File: config.mk
export PLATFORM = sky130hd
export DESIGN_NAME = fp32_serial_host
export DESIGN_NICKNAME = d
export VERILOG_FILES = /design/src/rtl/fp32_serial_pkg.sv /design/src/rtl/fp32_sipo_capture.sv /design/src/rtl/fp32_serial_host.sv
export SDC_FILE = /design/constraint.sdc
export NUM_CORES = 1
export LEC_CHECK = 0
export CAP_MARGIN = 10
export CORE_AREA = 4 4 120 122
export CTS_CLUSTER_DIAMETER = 50
export DETAILED_ROUTE_END_ITERATION = 6
export DIE_AREA = 0 0 124 126
export GPL_TIMING_DRIVEN = 0
export PLACE_DENSITY = 0.73
export SYNTH_ARGS = -nofsm -noshare
export SYNTH_HDL_FRONTEND = slang
export SYNTH_SLANG_ARGS = --single-unit
File: constraint.sdc
create_clock -name clk -period 4.9 [get_ports clk]
set_clock_uncertainty 0.15 [all_clocks]
set_input_delay 0.98 -clock clk [delete_from_list [all_inputs] [get_ports clk]]
set_output_delay 0.98 -clock clk [all_outputs]
set_load 0.005 [all_outputs]
File: src/rtl/fp32_serial_pkg.sv
`default_nettype none
// ============================================================================
// Module      : fp32_serial_pkg
// Description : Shared constants and state encodings for the fp32 serial host.
// Revision    : 1.0 - initial release
// ============================================================================
package fp32_serial_pkg;

    localparam int FP32_W          = 32;
    localparam int DEFAULT_TIMEOUT = 60;

    localparam logic [31:0] FP32_POS_INF = 32'h7F80_0000;
    localparam logic [31:0] FP32_ONE     = 32'h3F80_0000;

    localparam logic [2:0] ST_IDLE   = 3'd0;
    localparam logic [2:0] ST_ARM    = 3'd1;
    localparam logic [2:0] ST_SEND_A = 3'd2;
    localparam logic [2:0] ST_SEND_B = 3'd3;
    localparam logic [2:0] ST_WAIT   = 3'd4;
    localparam logic [2:0] ST_DONE   = 3'd5;

endpackage
`default_nettype wire

File: src/rtl/fp32_sipo_capture.sv
`default_nettype none
// ============================================================================
// Module      : fp32_sipo_capture
// Description : Serial-in shift register; exposes the value it takes this edge.
// Revision    : 1.0 - initial release
// ============================================================================
module fp32_sipo_capture
    import fp32_serial_pkg::*;
#(
    parameter int WORD_W = FP32_W
) (
    input  logic              clk,
    input  logic              reset,
    input  logic              i_clr,
    input  logic              i_shift_en,
    input  logic              i_din,
    output logic [WORD_W-1:0] o_next
);

    logic [WORD_W-1:0] r_q;
    logic [WORD_W-1:0] w_base;

    // Clear and shift may coincide: the shifted bit lands in a cleared word.
    always_comb begin
        w_base = i_clr ? '0 : r_q;
        o_next = i_shift_en ? {w_base[WORD_W-2:0], i_din} : w_base;
    end

    always_ff @(posedge clk or posedge reset) begin
        if (reset) begin
            r_q <= '0;
        end else begin
            r_q <= o_next;
        end
    end

endmodule
`default_nettype wire

File: src/rtl/fp32_serial_host.sv
`default_nettype none
// ============================================================================
// Module      : fp32_serial_host
// Description : Parallel-to-serial host for add_float; optional WAIT watchdog
//               enabled by FP32_SERIAL_HOST_TIMEOUT_EN.
// Revision    : 1.0 - initial release
// ============================================================================
module fp32_serial_host
    import fp32_serial_pkg::*;
#(
    parameter int WORD_W  = FP32_W,
    parameter int TIMEOUT = DEFAULT_TIMEOUT
) (
    input  logic              clk,
    input  logic              reset,
    input  logic              start,
    input  logic [WORD_W-1:0] op_a,
    input  logic [WORD_W-1:0] op_b,
    output logic              busy,
    output logic              go,
    output logic              inpab,
    input  logic              shift,
    input  logic              out_c,
    input  logic              over,
    input  logic              under,
    input  logic              done,
    output logic [WORD_W-1:0] result,
    output logic              res_over,
    output logic              res_under,
    output logic              res_valid,
    output logic              timeout_err
);

    localparam logic [5:0] c_LAST_BIT = 6'(WORD_W - 1);
    localparam int         c_OP_MSB   = 2 * WORD_W - 1;

    logic [2:0]          r_state;
    logic [5:0]          r_bit_cnt;
    logic [c_OP_MSB:0]   r_op;
    logic                r_go;
    logic                r_inpab;
    logic [WORD_W-1:0]   r_result;
    logic                r_res_over;
    logic                r_res_under;
    logic                r_res_valid;
    logic                w_capturing;
    logic [WORD_W-1:0]   w_cap_next;
    logic                w_expire;

    assign w_capturing = (r_state == ST_ARM) || (r_state == ST_SEND_A) ||
                         (r_state == ST_SEND_B) || (r_state == ST_WAIT);

    fp32_sipo_capture #(
        .WORD_W (WORD_W)
    ) u_capture (
        .clk        (clk),
        .reset      (reset),
        .i_clr      (r_state == ST_ARM),
        .i_shift_en (w_capturing && shift),
        .i_din      (out_c),
        .o_next     (w_cap_next)
    );

`ifdef FP32_SERIAL_HOST_TIMEOUT_EN
    logic [7:0] r_wait_cnt;
    logic       r_timeout_err;

    // done on the expiry cycle takes priority over the watchdog.
    assign w_expire = (r_state == ST_WAIT) && !done &&
                      (r_wait_cnt == 8'(TIMEOUT - 1));

    always_ff @(posedge clk or posedge reset) begin
        if (reset) begin
            r_wait_cnt    <= 8'd0;
            r_timeout_err <= 1'b0;
        end else begin
            r_timeout_err <= w_expire;
            r_wait_cnt    <= ((r_state == ST_WAIT) && !w_expire) ? r_wait_cnt + 8'd1 : 8'd0;
        end
    end

    assign timeout_err = r_timeout_err;
`else
    assign w_expire    = 1'b0;
    assign timeout_err = 1'b0;
`endif

    always_ff @(posedge clk or posedge reset) begin
        if (reset) begin
            r_state     <= ST_IDLE;
            r_bit_cnt   <= 6'd0;
            r_op        <= '0;
            r_go        <= 1'b1;
            r_inpab     <= 1'b0;
            r_result    <= '0;
            r_res_over  <= 1'b0;
            r_res_under <= 1'b0;
            r_res_valid <= 1'b0;
        end else begin
            r_res_valid <= 1'b0;
            case (r_state)
                ST_IDLE: begin
                    r_go    <= 1'b1;
                    r_inpab <= 1'b0;
                    if (start) begin
                        r_op    <= {op_a, op_b};
                        r_go    <= 1'b0;
                        r_state <= ST_ARM;
                    end
                end
                // inpab is registered one edge ahead, so the A MSB leaves here.
                ST_ARM: begin
                    r_bit_cnt <= 6'd0;
                    r_inpab   <= r_op[c_OP_MSB];
                    r_op      <= r_op << 1;
                    r_state   <= ST_SEND_A;
                end
                ST_SEND_A: begin
                    r_inpab <= r_op[c_OP_MSB];
                    r_op    <= r_op << 1;
                    if (r_bit_cnt == c_LAST_BIT) begin
                        r_bit_cnt <= 6'd0;
                        r_state   <= ST_SEND_B;
                    end else begin
                        r_bit_cnt <= r_bit_cnt + 6'd1;
                    end
                end
                ST_SEND_B: begin
                    if (r_bit_cnt == c_LAST_BIT) begin
                        r_bit_cnt <= 6'd0;
                        r_inpab   <= 1'b0;
                        r_state   <= ST_WAIT;
                    end else begin
                        r_bit_cnt <= r_bit_cnt + 6'd1;
                        r_inpab   <= r_op[c_OP_MSB];
                        r_op      <= r_op << 1;
                    end
                end
                ST_WAIT: begin
                    if (done) begin
                        r_result    <= w_cap_next;
                        r_res_over  <= over;
                        r_res_under <= under;
                        r_res_valid <= 1'b1;
                        r_go        <= 1'b1;
                        r_state     <= ST_DONE;
                    end else if (w_expire) begin
                        r_go    <= 1'b1;
                        r_state <= ST_IDLE;
                    end
                end
                ST_DONE: begin
                    r_state <= ST_IDLE;
                end
                default: begin
                    r_go    <= 1'b1;
                    r_inpab <= 1'b0;
                    r_state <= ST_IDLE;
                end
            endcase
        end
    end

    assign busy      = (r_state != ST_IDLE);
    assign go        = r_go;
    assign inpab     = r_inpab;
    assign result    = r_result;
    assign res_over  = r_res_over;
    assign res_under = r_res_under;
    assign res_valid = r_res_valid;

endmodule
`default_nettype wire

Word level (Yosys, flattened, before mapping)
Cells that the tools add are included.

storage, ports and cells
  register bits = 142
  input bits = 72
  output and inout bits = 39
  logic and storage cells = 58

cells by class
  $add $sub $neg = 1
  equality and inequality tests = 11
  multiplexer cells = 19
  bitwise operators = 1
  reductions and logical operators = 16

operators with widths
  operator             count
  $pmux 64 s3          1
  $mux 64              2
  $mux 32              2
  $pmux 3 s5           1
  $mux 3               4
  $pmux 6 s2           1
  $add 6x1->6 const B  1
  $eq 3x2->1 const B   2
  $eq 3x3->1 const B   2
  $eq 6x5->1 const B   1
  $mux 6               1
  $ne 2x2->1 const B   3
  $pmux 1 s3           2
  $reduce_bool 3->1    2
  $reduce_or 2->1      3
  $mux 1               5
  $ne 2x1->1 const B   2
  $reduce_and 2->1     2
  $reduce_and 4->1     1
  $reduce_or 4->1      1
  $eq 3x1->1 const B   1
  $logic_not 3->1      1
  $logic_or 1x1->1     3
  $reduce_and 3->1     1
  other kinds (3)      3

Logic depth before layout (Yosys ltp)
  depth after elaboration = 6
  depth in mapped cells = 7
  depth with buffers taken out = 5

Cells and area by module
A second synthesis with hierarchy kept.

unflattened totals
  cells, all modules = 523
  area total of the unflattened synthesis = 6221.0 um^2

by module, submodules not included
  module             times used  cells each  area each (um^2)  seq. area each (um^2)
  fp32_serial_host   1           419         4893.4            2753.9
  fp32_sipo_capture  1           104         1327.5            800.8

Least setup slack after synthesis
Ideal clock, no wire load.

  path kind = in2reg
  from = in start
  to = reg r_op[1]
  library setup time = 127 ps
  arrival time = 1899 ps
  data required time = 4623 ps
  path slack = 2723 ps
  stages on the path = 5
  path buffers = 2
  cells stage by stage = nor3_1 or3_1 buf_6 buf_6 mux2_1

between the ends
  longest elaborated chain between the ends = 2

RTL lines
  element                            line                     text
  start, declared                    fp32_serial_host.sv:16   input logic start,
  $ne 2x2->1 (no source line)        --
  $reduce_and 3->1 (no source line)  --
  end signal, assigned               fp32_serial_host.sv:106  r_op <= {op_a, op_b};
  end signal, assigned               fp32_serial_host.sv:115  r_op <= r_op << 1;
  end signal, assigned               fp32_serial_host.sv:120  r_op <= r_op << 1;
  end, declared                      fp32_serial_host.sv:39   logic [c_OP_MSB:0] r_op;

No other way between the ends.
A chain may end at the register's enable or synchronous reset.

Worst setup path in the final report
  from = reg r_state[0]
  to = out busy

between the ends
  longest elaborated chain between the ends = 1

RTL lines
  element                 line                     text
  start, declared         fp32_serial_host.sv:37   logic [2:0] r_state;
  start signal, assigned  fp32_serial_host.sv:90   r_state <= ST_IDLE;
  start signal, assigned  fp32_serial_host.sv:108  r_state <= ST_ARM;
  start signal, assigned  fp32_serial_host.sv:116  r_state <= ST_SEND_A;
  $reduce_bool 3->1       fp32_serial_host.sv:164  assign busy = (r_state != ST_IDLE);
  end, declared           fp32_serial_host.sv:19   output logic busy,

No other way between the ends.

==> summary.txt <==
Yosys
  – Synth top area cells: dfrtp_1 56%, mux2_2 22%, mux2i_1 5.1%
  – Top-count cell post-synth: dfrtp_1
  – Post-synth cell types: 39
  – Yosys warns: 0
  – #FFs+latches synth: 142
  – Post-synth top area share: 55.70%
  – Post-Synthesis Cell Area: 6335 µm²
  – Leading area contributor after synthesis: dfrtp_1
  – Part of the Yosys area used for sequential elements: 56.11%
  – Synth top cells by count: 141 x dfrtp_1, 123 x mux2_2, 43 x nand2_1
  – Cell count after synthesis: 491
  – Post-synth EDFFs: 0
  – Most used flip-flop cell after synthesis: dfrtp_1
  – Syn_nets: 564
  – Post-Syn Area per Cell: 12.90 µm²
  – Async S/R FF share, synth: 100.0%

Worst hold path
  – Hold Crit Class: reg -> reg

Detailed routing
  – DRC errors left: 0
  – Wire per inst: 15.30 µm
  – Antenna Nets Post-Route: 0
  – Initial DRC count: 179
  – DR vias: 4,097
  – Routed vias/inst: 5.058
  – Final WL: 12,390 µm
  – Drt pass-1 iters: 4

Clocking
  – Clock slew at reported path FFs: 0.06 ns
  – Worst skew pair latency: 0.42 ns
  – H-Tree Depth: 4
  – Hold_buf cts: 0
  – CTS tree: built
  – CTS Buf Count: 17
  – Post-CTS Resized: 0
  – Clock tree sinks: 142
  – Maximum root-to-sink buffer count: 2
  – CTS Root Cell: clkbuf_16
  – Post-CTS Setup Inserts: 0

Timing
  – Final count of hold timing violations: 0
  – Setup-failing EPs final: 0
  – Rel. slew slack: 54.22%
  – Worst-margin pin slew: 0.6853 ns
  – Unrepaired setup endpoints after global routing: false
  – Final setup TNS: 0 ns
  – Final min period: 2.884 ns
  – Crit share post-route: 58.86%
  – Max frequency: 346.7 MHz
  – Max-slew violation count: 0

Critical path
  – CP Class: reg -> out
  – Arrival time worst endpoint: 1.75 ns
  – CP Launch Type: register
  – Required @ worst endpoint: 3.77 ns
  – Critical path peak fanout: 10
  – CP Capture Type: output port

Power
  – Comb pwr share: 27.2%
  – Int Pwr: 0.002941 W
  – Share of power burned in the clock network: 29.4%
  – Sw frac: 26.74%
  – PwrDens: 486.4 nW/µm²
  – Net switching power: 0.001073 W
  – Max IR drop VDD: 0.2694 mV
  – Leak pwr: 3.814 nW
  – Reg power frac: 43.3%

Global route
  – First-pass GRT wire length: 21,220 µm
  – Total track usage: 17.23%
  – Initial antenna violation count: 0
  – Number of global-route vias before repair: 4,413
  – Grt total ovfl: 0
  – Largest net degree at the start of global routing: 43

Final layout
  – Layout fillers: 1,008
  – Share of cells above drive strength 1: 29.02%
  – Diode count: 0
  – Finished Cell Area: 8254 µm²
  – Area grow syn2layout: 30.30%
  – Layout Nets: 695

Die
  – Core box area: 13,190 µm²
  – Chip height: 126 µm
  – Die area: 15,620 µm²
  – Starting Density: 48.03%
  – Io pins: 111
  – Row count: 42
  – Die width: 124 µm

Job
  – Max Cap Viol: 0

Run status
  – Status: finished clean

Placement
  – HPWL Detailed: 8979 µm
  – Placer Congestion: 0.7575
  – Placed Area: 7710 µm²
  – PortBufs: 109
==> state kept, by name (all words and copies together), names as in the netlist <==
| signal | flops |
|---|---|
| r_op | 64 |
| result | 32 |
| u_capture.r_q | 32 |
| r_bit_cnt | 6 |
| r_state | 3 |
| go | 1 |
| inpab | 1 |
| res_over | 1 |
| res_under | 1 |
| res_valid | 1 |
==> worst max-delay path, stage by stage, from the launching register on <==
cell	delay, ns
dfrtp_1	0.35
buf_2	0.17
nor2_1	0.26
nand2_1	0.10
clkdlybuf4s50_1	0.45
==> per-stage QoR <==
stage / setup slack, ns / total power, W / hold slack (ns) / instances / utilization (%)
6_report: 2.016 / 0.004014 / 0.3311 / 810 / 62.58
5_1_grt: 1.874 / 0.004272 / 0.3493 / 810 / 62.58
4_1_cts: 1.976 / 0.004060 / 0.3343 / 810 / 62.58
3_5_place_dp: 2.075 / 0.002859 / 0.3201 / 779 / 58.45
3_3_place_gp: 0.8341 / 0.002784 / 0.3062 / 776 / 58.00
2_1_floorplan: 1.994 / 0.002572 / 0.2915 / 491 / -
==> power by group through the flow <==
stage	combinational (W)	clock, W	sequential [W]
final	0.00109	0.00118	0.00174
after global placement	0.00105	0	0.00173
after detailed placement	0.00110	0	0.00176
after floorplan	0.000878	0	0.00169
after global routing	0.00123	0.00126	0.00178
after CTS	0.00111	0.00121	0.00174
==> placed cells by master, fill, tap and decap left out, types with 2 or more instances in the layout <==
cell	instances
a21o_1	2
a22o_1	3
buf_12	3
buf_2	4
buf_4	5
buf_6	13
clkbuf_1	12
clkbuf_16	17
clkbuf_8	3
clkdlybuf4s50_1	109
clkinv_2	5
clkinvlp_4	2
dfrtp_1	141
inv_1	3
mux2_1	6
mux2_2	123
mux2i_1	32
nand2_1	43
nand3_1	4
nor2_1	38
nor2b_1	3
nor3_1	3
nor4_1	2
o21ai_0	6
o21ai_1	31
==> layer usage <==
| metal | track usage (%) | vias up | part of all wire, % |
|---|---|---|---|
| met2 | 27.30 | 86 | 49 |
| met1 | 22.39 | 2017 | 45 |
| li1 | - | 1976 | - |
| met5 | 0 | - | 0 |
| met3 | 5.381 | 18 | 4.3 |
| met4 | 5.992 | 0 | 1.6 |
==> layout make-up <==
cell class	instances	area (µm²)	area share, %
sequential	142	3555	43.07
multi-input combinational	313	2524	30.57
timing repair buffer	112	1151	13.95
clock buffer	24	481.7	5.836
buffer	31	237.7	2.880
tap	176	220.2	2.668
clock inverter	7	62.56	0.7579
inverter	5	22.52	0.2729
==> path summary, 6_finish.rpt <==
check / endpoint / from / cells past startpoint / slack [ns]
worst max-delay path: busy / r_state[0] / 4 / 2.02
worst max register to register: r_op[4] / r_bit_cnt[0] / 7 / 2.74
max in group asynchronous: go / reset / 4 / 2.80
worst min register to register: res_under / res_under / 2 / 0.33
min in group asynchronous: r_op[32] / reset / 2 / 0.88
worst min-delay path: res_under / res_under / 2 / 0.33
==> cells by family (layout without fill, tap and decap cells) <==
logic type                 after synthesis  in the layout  synth area share [%]
buffers and inverters                   36            179                 4.049
AOI/OAI and AO/OA                       50             50                 4.740
muxes                                  161            161                 27.99
other                                    1              1               0.05920
adders and majority gates                1              1                0.1975
and+or+nand+nor                        100            100                 6.854
DFF                                    142            142                 56.11
Power figures use the tool's default switching activity.
